<file path="src/rtl/reg_if_pkg.sv">
// Shared types and constants for the register-interface adapter.
package reg_if_pkg;

  // Adapter transaction FSM states
  typedef enum logic [1:0] {
    ST_IDLE = 2'd0,
    ST_EXEC = 2'd1,
    ST_RESP = 2'd2
  } state_t;

  // Error-cause vector: one bit per reason a request is rejected
  localparam int ERR_W        = 3;
  localparam int ERR_MISALIGN = 0;  // address not word aligned
  localparam int ERR_RANGE    = 1;  // word index beyond the last register
  localparam int ERR_BE       = 2;  // partial-word write

endpackage

</file>
<file path="src/rtl/reg_if_decode.sv">
// Combinational request decode: register index, one-hot select and error flag.
// The one-hot vector is already suppressed when the request is in error.
module reg_if_decode
  import reg_if_pkg::*;
#(
  parameter int AW   = 8,
  parameter int DW   = 32,
  parameter int NREG = 8
) (
  input  logic [AW-1:0]   addr,
  input  logic [DW/8-1:0] be,
  input  logic            write,
  output logic [NREG-1:0] onehot,
  output logic            error
);

  logic [AW-3:0]    idx;
  logic [ERR_W-1:0] cause;

  assign idx = addr[AW-1:2];

  // Collect every reason the request cannot be serviced
  always_comb begin
    cause               = '0;
    cause[ERR_MISALIGN] = |addr[1:0];
    cause[ERR_RANGE]    = ({1'b0, idx} >= (AW-1)'(NREG));
    cause[ERR_BE]       = write && !(&be);
  end

  assign error = |cause;

  generate
    for (genvar gi = 0; gi < NREG; gi++) begin : g_hot
      assign onehot[gi] = (idx == (AW-2)'(gi)) && !error;
    end
  endgenerate

endmodule

</file>
<file path="src/rtl/reg_if_adapter.sv">
// Valid/ready bus request to register-slice strobe adapter.
// One transaction at a time: accept (IDLE) -> strobe (EXEC) -> respond (RESP).
module reg_if_adapter
  import reg_if_pkg::*;
#(
  parameter int AW   = 8,
  parameter int DW   = 32,
  parameter int NREG = 8
) (
  input  logic               clk_i,
  input  logic               rst_ni,
  input  logic               req_valid_i,
  output logic               req_ready_o,
  input  logic               req_write_i,
  input  logic [AW-1:0]      req_addr_i,
  input  logic [DW-1:0]      req_wdata_i,
  input  logic [DW/8-1:0]    req_be_i,
  output logic               rsp_valid_o,
  input  logic               rsp_ready_i,
  output logic [DW-1:0]      rsp_rdata_o,
  output logic               rsp_error_o,
  output logic [NREG-1:0]    reg_we_o,
  output logic [NREG-1:0]    reg_re_o,
  output logic [DW-1:0]      reg_wd_o,
  input  logic [NREG*DW-1:0] reg_rdata_i
);

  state_t            state_reg, state_next;
  logic              write_reg;
  logic [AW-1:0]     addr_reg;
  logic [DW-1:0]     wdata_reg;
  logic [DW/8-1:0]   be_reg;
  logic [DW-1:0]     rdata_reg;
  logic              error_reg;
  logic [NREG-1:0]   hot;
  logic              dec_error;
  logic [DW-1:0]     rdata_sel;
  logic              accept;

  // Decode works on the latched request so EXEC is independent of bus inputs
  reg_if_decode #(
    .AW   (AW),
    .DW   (DW),
    .NREG (NREG)
  ) u_decode (
    .addr   (addr_reg),
    .be     (be_reg),
    .write  (write_reg),
    .onehot (hot),
    .error  (dec_error)
  );

  assign accept = (state_reg == ST_IDLE) && req_valid_i;

  // State register
  always_ff @(posedge clk_i or negedge rst_ni) begin
    if (!rst_ni) state_reg <= ST_IDLE;
    else         state_reg <= state_next;
  end

  // Next-state logic: EXEC lasts exactly one cycle, RESP waits for the handshake
  always_comb begin
    state_next = state_reg;
    case (state_reg)
      ST_IDLE: if (req_valid_i) state_next = ST_EXEC;
      ST_EXEC: state_next = ST_RESP;
      ST_RESP: if (rsp_ready_i) state_next = ST_IDLE;
      default: state_next = ST_IDLE;
    endcase
  end

  // Outputs decoded from state; strobes exist only during EXEC so reset kills them at once
  always_comb begin
    req_ready_o = 1'b0;
    rsp_valid_o = 1'b0;
    reg_we_o    = '0;
    reg_re_o    = '0;
    reg_wd_o    = '0;
    case (state_reg)
      ST_IDLE: req_ready_o = 1'b1;
      ST_EXEC: begin
        reg_we_o = write_reg ? hot : '0;
        reg_re_o = write_reg ? '0 : hot;
        reg_wd_o = wdata_reg;
      end
      ST_RESP: rsp_valid_o = 1'b1;
      default: ;
    endcase
  end

  // Holding registers capture the request on the accept cycle
  always_ff @(posedge clk_i or negedge rst_ni) begin
    if (!rst_ni) begin
      write_reg <= 1'b0;
      addr_reg  <= '0;
      wdata_reg <= '0;
      be_reg    <= '0;
    end else if (accept) begin
      write_reg <= req_write_i;
      addr_reg  <= req_addr_i;
      wdata_reg <= req_wdata_i;
      be_reg    <= req_be_i;
    end
  end

  // Read mux driven by the one-hot select; all zeros when the request is in error
  always_comb begin
    rdata_sel = '0;
    for (int k = 0; k < NREG; k++) begin
      if (hot[k]) rdata_sel = rdata_sel | reg_rdata_i[k*DW +: DW];
    end
  end

  // Response captured in EXEC (pre-clear value of read-to-clear registers), held through RESP
  always_ff @(posedge clk_i or negedge rst_ni) begin
    if (!rst_ni) begin
      rdata_reg <= '0;
      error_reg <= 1'b0;
    end else if (state_reg == ST_EXEC) begin
      rdata_reg <= write_reg ? '0 : rdata_sel;
      error_reg <= dec_error;
    end
  end

  assign rsp_rdata_o = rdata_reg;
  assign rsp_error_o = error_reg;

endmodule

</file>
<file path="config.mk">
export PLATFORM = sky130hd
export DESIGN_NAME = reg_if_adapter
export DESIGN_NICKNAME = d
export VERILOG_FILES = /design/src/rtl/reg_if_pkg.sv /design/src/rtl/reg_if_decode.sv /design/src/rtl/reg_if_adapter.sv
export SDC_FILE = /design/constraint.sdc
export NUM_CORES = 1
export LEC_CHECK = 0
export BUFFER_PORTS_ARGS = -buffer_cell sky130_fd_sc_hd__buf_2
export CAP_MARGIN = 25
export CORE_AREA = 3 3 150 152
export CTS_CLUSTER_SIZE = 20
export DETAILED_ROUTE_END_ITERATION = 16
export DIE_AREA = 0 0 153 155
export MAX_ROUTING_LAYER = met4
export PLACE_DENSITY_LB_ADDON = 0.08
export SLEW_MARGIN = 30
export SYNTH_ARGS = -nofsm -noshare
export SYNTH_HDL_FRONTEND = slang
export SYNTH_SLANG_ARGS = --single-unit
</file>
<file path="constraint.sdc">
create_clock -name clk_i -period 2.84 [get_ports clk_i]
set_clock_uncertainty 0.05 [all_clocks]
set_input_delay 0.142 -clock clk_i [delete_from_list [all_inputs] [get_ports clk_i]]
set_output_delay 0.142 -clock clk_i [all_outputs]
set_load 0.01 [all_outputs]
</file>
# After elaboration in Yosys (flattened, before gate mapping)
# Index checks and enable logic that the tools add are counted.
# Widths: inputs -> output; s select.
[totals] elab_cells=62 in_bits=305 regBits=80
[classes] n_eq_ne=11 reduce_logical=17 bitwise_logic=7 n_lt_le_gt_ge=1 n_mux=19
[op_table] operator="$mux 32" n=10
[op_table] operator="$or 32x32->32" n=7
[op_table] operator="$mux 8" n=4
[op_table] operator="$eq 6x3->1 const B" n=4
[op_table] operator="$eq 6x2->1 const B" n=2
[op_table] operator="$logic_and 1x1->1" n=10
[op_table] operator="$eq 6x1->1 const B" n=1
[op_table] operator="$ge 6x4->1 const B" n=1
[op_table] operator="$logic_not 6->1" n=1
[op_table] operator="$pmux 2 s3" n=1
[op_table] operator="$mux 2" n=2
[op_table] operator="$ne 2x2->1 const B" n=2
[op_table] operator="$reduce_and 4->1" n=1
[op_table] operator="$reduce_or 4->1" n=1
[op_table] operator="$eq 2x1->1 const B" n=1
[op_table] operator="$eq 2x2->1 const B" n=1
[op_table] operator="$logic_not 1->1" n=2
[op_table] operator="$logic_not 2->1" n=1
[op_table] operator="$mux 1" n=2
[op_table] operator="$reduce_and 2->1" n=1

# Longest topological paths before layout
# Gate-level depths: netlist (run 1).
[depth] word_depth=22 ltp_mapped=8 mapped_depth_nobuf=5

# Cells and area by module
# A second synthesis (run 1) with hierarchy kept.
[unflattened] hier_cells=443 area_unflattened_um2=4887.2
[modules_own_cells] module="reg_if_adapter" area_each_um2=4737.0 instances=1 seq_area_each_um2=2001.9 cells_each=425
[modules_own_cells] module="reg_if_decode" area_each_um2=150.1 instances=1 seq_area_each_um2=0.0 cells_each=18

# Least setup slack after synthesis (run 1)
# OpenSTA, ideal clock, no wires.
[synth_timing] path_kind="reg2reg" startpoint="register addr_reg[5]" endpoint="register rdata_reg[19] (netlist: rsp_rdata_o[19])" synth_period_minus_slack_ns=2.021 setup_ns=0.077 path_stages_with_launch=7 n_path_buf=1 setup_slack_ns=0.819 t_arrival_ns=1.895 path_cell_list="dfrtp_1 -> or4_4 -> or4_4 -> nor2_8 -> buf_12 -> a221oi_2 -> o21ai_1"
[synth_between] elab_chain_len=20 elab_cells_between_ends=35
[synth_lines] element="start, declared" line="reg_if_adapter.sv:30" source="logic [AW-1:0] addr_reg;"
[synth_lines] element="start signal, assigned" line="reg_if_adapter.sv:100" source="addr_reg <= req_addr_i;"
[synth_lines] element="$ge 6x4->1" line="reg_if_decode.sv:26" source="cause[ERR_RANGE] = ({1'b0, idx} >= (AW-1)'(NREG));"
[synth_lines] element="$reduce_or 4->1" line="reg_if_decode.sv:30" source="assign error = |cause;"
[synth_lines] element="$logic_not 1->1" line="reg_if_decode.sv:34" source="assign onehot[gi] = (idx == (AW-2)'(gi)) && !error;"
[synth_lines] element="$logic_and 1x1->1" line="reg_if_decode.sv:34"
[synth_lines] element="$mux 32" line="reg_if_adapter.sv:110" source="if (hot[k]) rdata_sel = rdata_sel | reg_rdata_i[k*DW +: DW];"
[synth_lines] element="$or 32x32->32" line="reg_if_adapter.sv:110"
[synth_lines] element="$mux 32" line="reg_if_adapter.sv:110"
[synth_lines] element="$or 32x32->32" line="reg_if_adapter.sv:110"
[synth_lines] element="[4 not listed]"
[synth_lines] element="$mux 32" line="reg_if_adapter.sv:110"
[synth_lines] element="$or 32x32->32" line="reg_if_adapter.sv:110"
[synth_lines] element="$mux 32" line="reg_if_adapter.sv:110"
[synth_lines] element="$or 32x32->32" line="reg_if_adapter.sv:110"
[synth_lines] element="$mux 32" line="reg_if_adapter.sv:110"
[synth_lines] element="$or 32x32->32" line="reg_if_adapter.sv:110"
[synth_lines] element="$mux 32 *" line="reg_if_adapter.sv:110"
[synth_lines] element="$mux 32 *" line="reg_if_adapter.sv:120" source="rdata_reg <= write_reg ? '0 : rdata_sel;"
[synth_lines] element="end signal, assigned" line="reg_if_adapter.sv:120"
[synth_lines] element="end, declared" line="reg_if_adapter.sv:33" source="logic [DW-1:0] rdata_reg;"
# Mark *: on every way between the ends. The rest lies on a longest branch, timed or not.
# A chain may end at the register's enable or synchronous reset.

# Worst setup path in the final report (run 1)
[layout_timing] startpoint="register addr_reg[5]" endpoint="output port reg_we_o[0]"
[layout_between] elab_chain_len=6 elab_cells_between_ends=7
[layout_lines] element="$ge 6x4->1" line="reg_if_decode.sv:26"
[layout_lines] element="$reduce_or 4->1" line="reg_if_decode.sv:30"
[layout_lines] element="$logic_not 1->1" line="reg_if_decode.sv:34"
[layout_lines] element="$logic_and 1x1->1 *" line="reg_if_decode.sv:34"
[layout_lines] element="$mux 8 *" line="reg_if_adapter.sv:82" source="reg_we_o = write_reg ? hot : '0;"
[layout_lines] element="$mux 8 *" line="reg_if_adapter.sv:79" source="case (state_reg)"
[layout_lines] element="end, declared" line="reg_if_adapter.sv:22" source="output logic [NREG-1:0] reg_we_o,"
# Marks and branches as above.

==> results of run 1 <==
-- power by group through the flow --
stage,Combinational (mW),Clock [mW],Sequential (mW)
floorplan,1.97,0,1.88
global placement,3.14,0,1.89
detailed placement,3.18,0,1.92
CTS,3.24,1.29,1.91
global route,3.48,1.32,1.97
finish,3.19,1.22,1.90
-- kinds of logic (layout without fill, tap and decap cells) --
logic type | after synthesis | count (layout)
other cells | 0 | 1
simple gates | 103 | 103
flops | 80 | 80
buf+inv | 49 | 474
compound gates | 189 | 189
mux | 58 | 58
-- cell usage after synthesis --
cell,count
dfrtp_1,80
a22oi_1,57
mux2_2,45
and2_1,35
clkbuf_1,33
a22o_1,32
nor2_1,32
o22ai_1,32
o21ai_1,19
a21oi_1,13
a222oi_1,13
mux4_2,13
a221oi_2,10
a221oi_1,9
nand2_1,9
buf_2,8
nand2b_1,5
buf_1,3
nand3_1,3
nor2b_1,3
nor3_1,3
buf_4,2
o21ai_0,2
or4_4,2
a2111oi_4,1
a211oi_4,1
and3_1,1
buf_12,1
buf_8,1
inv_1,1
nand3b_1,1
nand4_2,1
nor2_4,1
nor2_8,1
nor3_2,1
nor4_1,1
or2_2,1
or3_1,1
or4b_1,1
or4b_4,1
-- per-layer routing --
layer	routed length [um]	vias up	track usage [%]	share of wire (%)
met4	722	0	7.25	2.9
met3	1630	44	3.92	6.5
met5	0	-	-	0
met2	12700	320	36.1	50
met1	10100	2916	25.2	40
li1	-	2751	-	-
-- tightest hold or removal path: cells and delay by family --
family,cells,cell delay [ps]
AO/OA/AOI/OAI,2,160
buffers and inverters,1,70
-- worst max path at each step --
stage	startpoint	depth (start not counted)	to	slack (ps)
3_5_place_dp	addr_reg[2]	6	rsp_rdata_o[3]	440
2_1_floorplan	addr_reg[5]	6	rsp_rdata_o[19]	820
5_1_grt	addr_reg[5]	6	reg_we_o[5]	250
6_report	addr_reg[5]	4	reg_we_o[0]	390
3_3_place_gp	addr_reg[5]	4	rsp_rdata_o[15]	440
4_1_cts	addr_reg[5]	4	reg_we_o[0]	370
-- area by class of cell --
type	instances	area (um^2)
sequential	80	2000
tap	275	344
timing repair buffer	457	2610
clock buffer	9	225
antenna	1	2.50
clock inverter	7	78.8
inverter	1	3.75
multi-input combinational	350	2900
fill	2190	13000
-- timing repair --
item	in CTS	in global routing
setup endpoints to repair	0	0
hold buffers	50	0
setup buffers	0	0
hold endpoints to repair	129	0
==> flow_summary.ini, run 1 <==
[power]
peakVddDrop_mv = 0.502
power.net_switching_mw = 2.54
p_total_mw = 6.32
p_seq_share_pct = 30.1
sw_frac_of_total_pct = 40.2
intPower_mw = 3.78
power_density_nw_per_um2 = 773
p_leak_nw = 3.88
pwr-share-comb_pct = 50.5
clock_power_share_pct = 19.4

[worst_setup_path]
crit_path_end_kind = output pin
crit_arrival_ps = 2250
cpLargestDelayFamily = simple AND/OR/NAND/NOR gates
r2r_end = rsp_rdata_o[30]
cp_cell_sequence = or4_4, or4_4, nor3_1, buf_2
max_stage_delay_ps = 590
r2r_start = addr_reg[5]
r2r_slack_ps = 520
path_buf_inv = 1
crit_path_top_delay_cell = or4_4
crit_top_cell = or4_4
cp_max_fo = 4
path_class = reg2out
worst_setup_path_start_kind = flop
required_ps = 2650
reg2regPathDepth = 5

[place]
dp_hpwl_mm = 19.1
place_worst_setup_slack_ps = 443
portBuffers = 387
dpl.cell_count = 1113
place_congestion = 0.969
placed_area_um2 = 7360

[floorplanning]
num_rows = 53
die_x_um = 153
die_area_um2 = 23700
core_area_um2 = 21200
start_util_pct = 24.1
die_h_um = 155
io_pins = 388

[drt]
first_pass_iters = 6
viasPerCell = 5.11
drtIter0Drc = 347
vias = 6031
wl_per_cell_um = 21.3
route.detailed.drc = 0
drtAntennaViolNets = 0
routed_wl_mm = 25.2

[clock_tree]
clockBufferDepth = 2
cts.sinks = 80
clkSlewWorstSetupHoldPaths_ps = 70
cts_made_buffers = 9
clock_latency_ps = 350
cts-root-buf = clkbuf_16
cts_max_level = 3
tritoncts = done
post_cts_resized = 0

[cells_and_area]
final_util_pct = 38.6
fin_cells = 1180
fin_area_um2 = 8170
layout_common_cells = buf_2 (386), dfrtp_1 (80), a22oi_1 (57), dlygate4sd3_1 (50), mux2_2 (45)
drive_gt1_share_pct = 56.2
nets = 1204
layout_commonest_cell = buf_2
area_delta_synth_final_pct = 60.1

[synth]
synth_seq_cells = 80
ys_types = 40
syn_area_per_cell_um2 = 10.6
syn_inst = 479
synth_xor_area_share_pct = 0
synth_fa_ha_area_share_pct = 0
yosysTopAreaCell = dfrtp_1
synth_compound_area_share_pct = 29.1
ys_seq_area_share_pct = 39.2
synthMuxAreaShare_pct = 15.7
synth.cell_area_um2 = 5100
synthSimpleGateAreaFrac_pct = 11.5
synth_top_family_by_area = compound AO/OA/AOI/OAI gates
yosysWarningCount = 0
synth.top_cell.area_share_pct = 39.2
synthesis.nets = 784
yosys-top-cells-area = dfrtp_1 (39%), mux2_2 (9.9%), a22oi_1 (8.4%)

[sta]
finalMaxSlewViolations = 0
slew-limit-headroom_pct = 43.9
fmax_ghz = 0.409
tns_ps = 0
finalSetupViolations = 0
final.period_utilization_pct = 86.1
setup_ws_ps = 394
hold_violations = 0
holdWs_ps = 21.0
rsz0062_at_grt = false
tightest_slew_ps = 837
finalCriticalPeriod_ps = 2450

[worst_hold_path]
hold_path_end = rsp_rdata_o[16]
hp-start = reg_rdata_i[16]
hp-class = in2reg
hold_depth = 3

[status]
status = completed

[grt]
track_usage_pct = 21.1
grt_start_max_net_pins = 81
grt_first_pass_wirelength_mm = 37.9
grt_pass1_vias = 6552
grt.overflow.total = 0
antenna_found_initial = 1

[job]
drv_cap = 0
(Power assumes the default switching activity.)
==> run 2, diff against run 1 <==
- ABC_CLOCK_PERIOD_IN_PS: unset -> 2840
- CTS_CLUSTER_SIZE: 20 -> 8
- REMOVE_ABC_BUFFERS: unset -> 1
==> run 2 against run 1 <==
  * Clock power hardly changed
  * Non-clock buffer count unchanged
  * Combinational power shrank 2%
  * Critical path depth did not move
  * First-iteration DRC count fell by 3.2%
  * Hold slack better by 4.7 ps
  * Critical endpoint unchanged
  * Wire length fell by 4.2%
  * Sequential power hardly changed
  * Largest power group unchanged
  * Utilization about the same
==> flow_summary.ini, run 2 (synthesized netlist as in run 1, its figures left out) <==
[status]
status = completed

[sta]
final.period_utilization_pct = 87.9
slew-limit-headroom_pct = 59.1
finalMaxSlewViolations = 0
finalCriticalPeriod_ps = 2500
hold_violations = 0
finalSetupViolations = 0
tightest_slew_ps = 613
rsz0062_at_grt = false
fmax_ghz = 0.401

[worst_setup_path]
cp.depth = 4
cp_cell_sequence = or4_4, or4_4, nor3_1, buf_2
crit_start = addr_reg[5]
worst_setup_path_start_kind = flop
r2r_end = rsp_rdata_o[11]
crit_path_end = reg_we_o[0]
crit_top_cell = or4_4
cpLargestDelayFamily = simple AND/OR/NAND/NOR gates
path_buf_inv = 1
r2r_start = addr_reg[5]
max_stage_delay_ps = 590
cp_max_fo = 4
required_ps = 2650
crit_arrival_ps = 2300
r2r_slack_ps = 540
path_class = reg2out
reg2regPathDepth = 5
crit_path_end_kind = output pin
crit_path_top_delay_cell = or4_4

[clock_tree]
clock_latency_ps = 330
clockBufferDepth = 2
post_cts_resized = 0
clkSlewWorstSetupHoldPaths_ps = 70
cts-root-buf = clkbuf_16
cts.sinks = 80
post_cts_buffers = 0
cts_max_level = 3
ctsHoldBuffers = 47
cts_made_buffers = 9
tritoncts = done

[cells_and_area]
antenna_cells = 0
layout_commonest_cell = buf_2
area_delta_synth_final_pct = 60.0
drive_gt1_share_pct = 56.5
nets = 1204
fin_cells = 1179
layout_common_cells = buf_2 (386), dfrtp_1 (80), a22oi_1 (57), dlygate4sd3_1 (47), mux2_2 (45)
final_util_pct = 38.6

[drt]
route.detailed.drc = 0
drtIter0Drc = 336
wl_per_cell_um = 20.5
viasPerCell = 5.06
routed_wl_mm = 24.1
first_pass_iters = 7
vias = 5967
drtAntennaViolNets = 0

[power]
p_total_mw = 6.29
peakVddDrop_mv = 0.399
power_density_nw_per_um2 = 770
p_leak_nw = 3.89

[place]
portBuffers = 387
place_congestion = 0.916
dp_hpwl_mm = 18.6
dpl.cell_count = 1116

[worst_hold_path]
hp-class = in2reg

[floorplanning]
io_pins = 388
core_area_um2 = 21200
die_x_um = 153
num_rows = 53
die_area_um2 = 23700
die_h_um = 155
start_util_pct = 24.1

[grt]
track_usage_pct = 19.9
grt_pass1_vias = 6267
grt_start_max_net_pins = 44
grt_first_pass_wirelength_mm = 36.0
grt.overflow.total = 0
antenna_found_initial = 0

[job]
drv_cap = 0
## run 2: changes by cell type in the layout (fill, tap and decap cells not counted), sizes merged
| cell | change |
|---|---|
| dlygate4sd3 | -3 |
| diode | -1 |
| clkinvlp | -1 |
| clkbuf | +2 |
| buf | +3 |
| inv | -1 |
## run 2: layer usage
metal / up-vias / GRT usage, % / share of wire (%)
met5: - / - / 0
met4: 0 / 6.66 / 2.9
met3: 40 / 3.53 / 6.3
met2: 303 / 35.0 / 52
met1: 2879 / 23.0 / 39
li1: 2745 / - / -
## run 2: worst min-delay path by stage
| stage | start | end | slack, ps | cells after the start |
|---|---|---|---|---|
| 6_report | reg_rdata_i[216] | rsp_rdata_o[24] | 30 | 3 |
| 5_1_grt | reg_rdata_i[22] | rsp_rdata_o[22] | 20 | 3 |
| 4_1_cts | reg_rdata_i[215] | rsp_rdata_o[23] | 1 | 3 |
| 3_5_place_dp | rst_ni | wdata_reg[20] | 110 | 1 |
| 3_3_place_gp | rst_ni | wdata_reg[2] | 100 | 1 |
| 2_1_floorplan | rst_ni | addr_reg[0] | -200 | 0 |
## run 2: tightest hold or removal path, stage by stage
cell and delay [ps]:
buf_2 80, a221oi_2 50, o21ai_1 100
## run 2: area by class of cell
type	count	area [um^2]
Fill cell	2215	13000
Multi-Input combinational cell	350	2900
Timing Repair Buffer	457	2600
Sequential cell	80	2000
Tap cell	275	344
Clock buffer	11	253
Clock inverter	5	60.1
Inverter	1	3.75
## run 2: report_power, final
group / switching [mW] / internal, mW
Combinational: 1.64 / 1.49
Sequential: 0.315 / 1.61
Clock: 0.497 / 0.735
## run 2: per-stage QoR
stage / setup TNS [ps] / hold slack (ps) / setup WS, ps / area (um^2)
after floorplan: -16220 / -204 / -799 / 4880
after global placement: 0 / 105 / 471 / 7370
after detailed placement: 0 / 111 / 543 / 7380
after CTS: 0 / 0.980 / 320 / 8160
after global routing: 0 / 21.5 / 239 / 8160
final: 0 / 25.8 / 344 / 8160
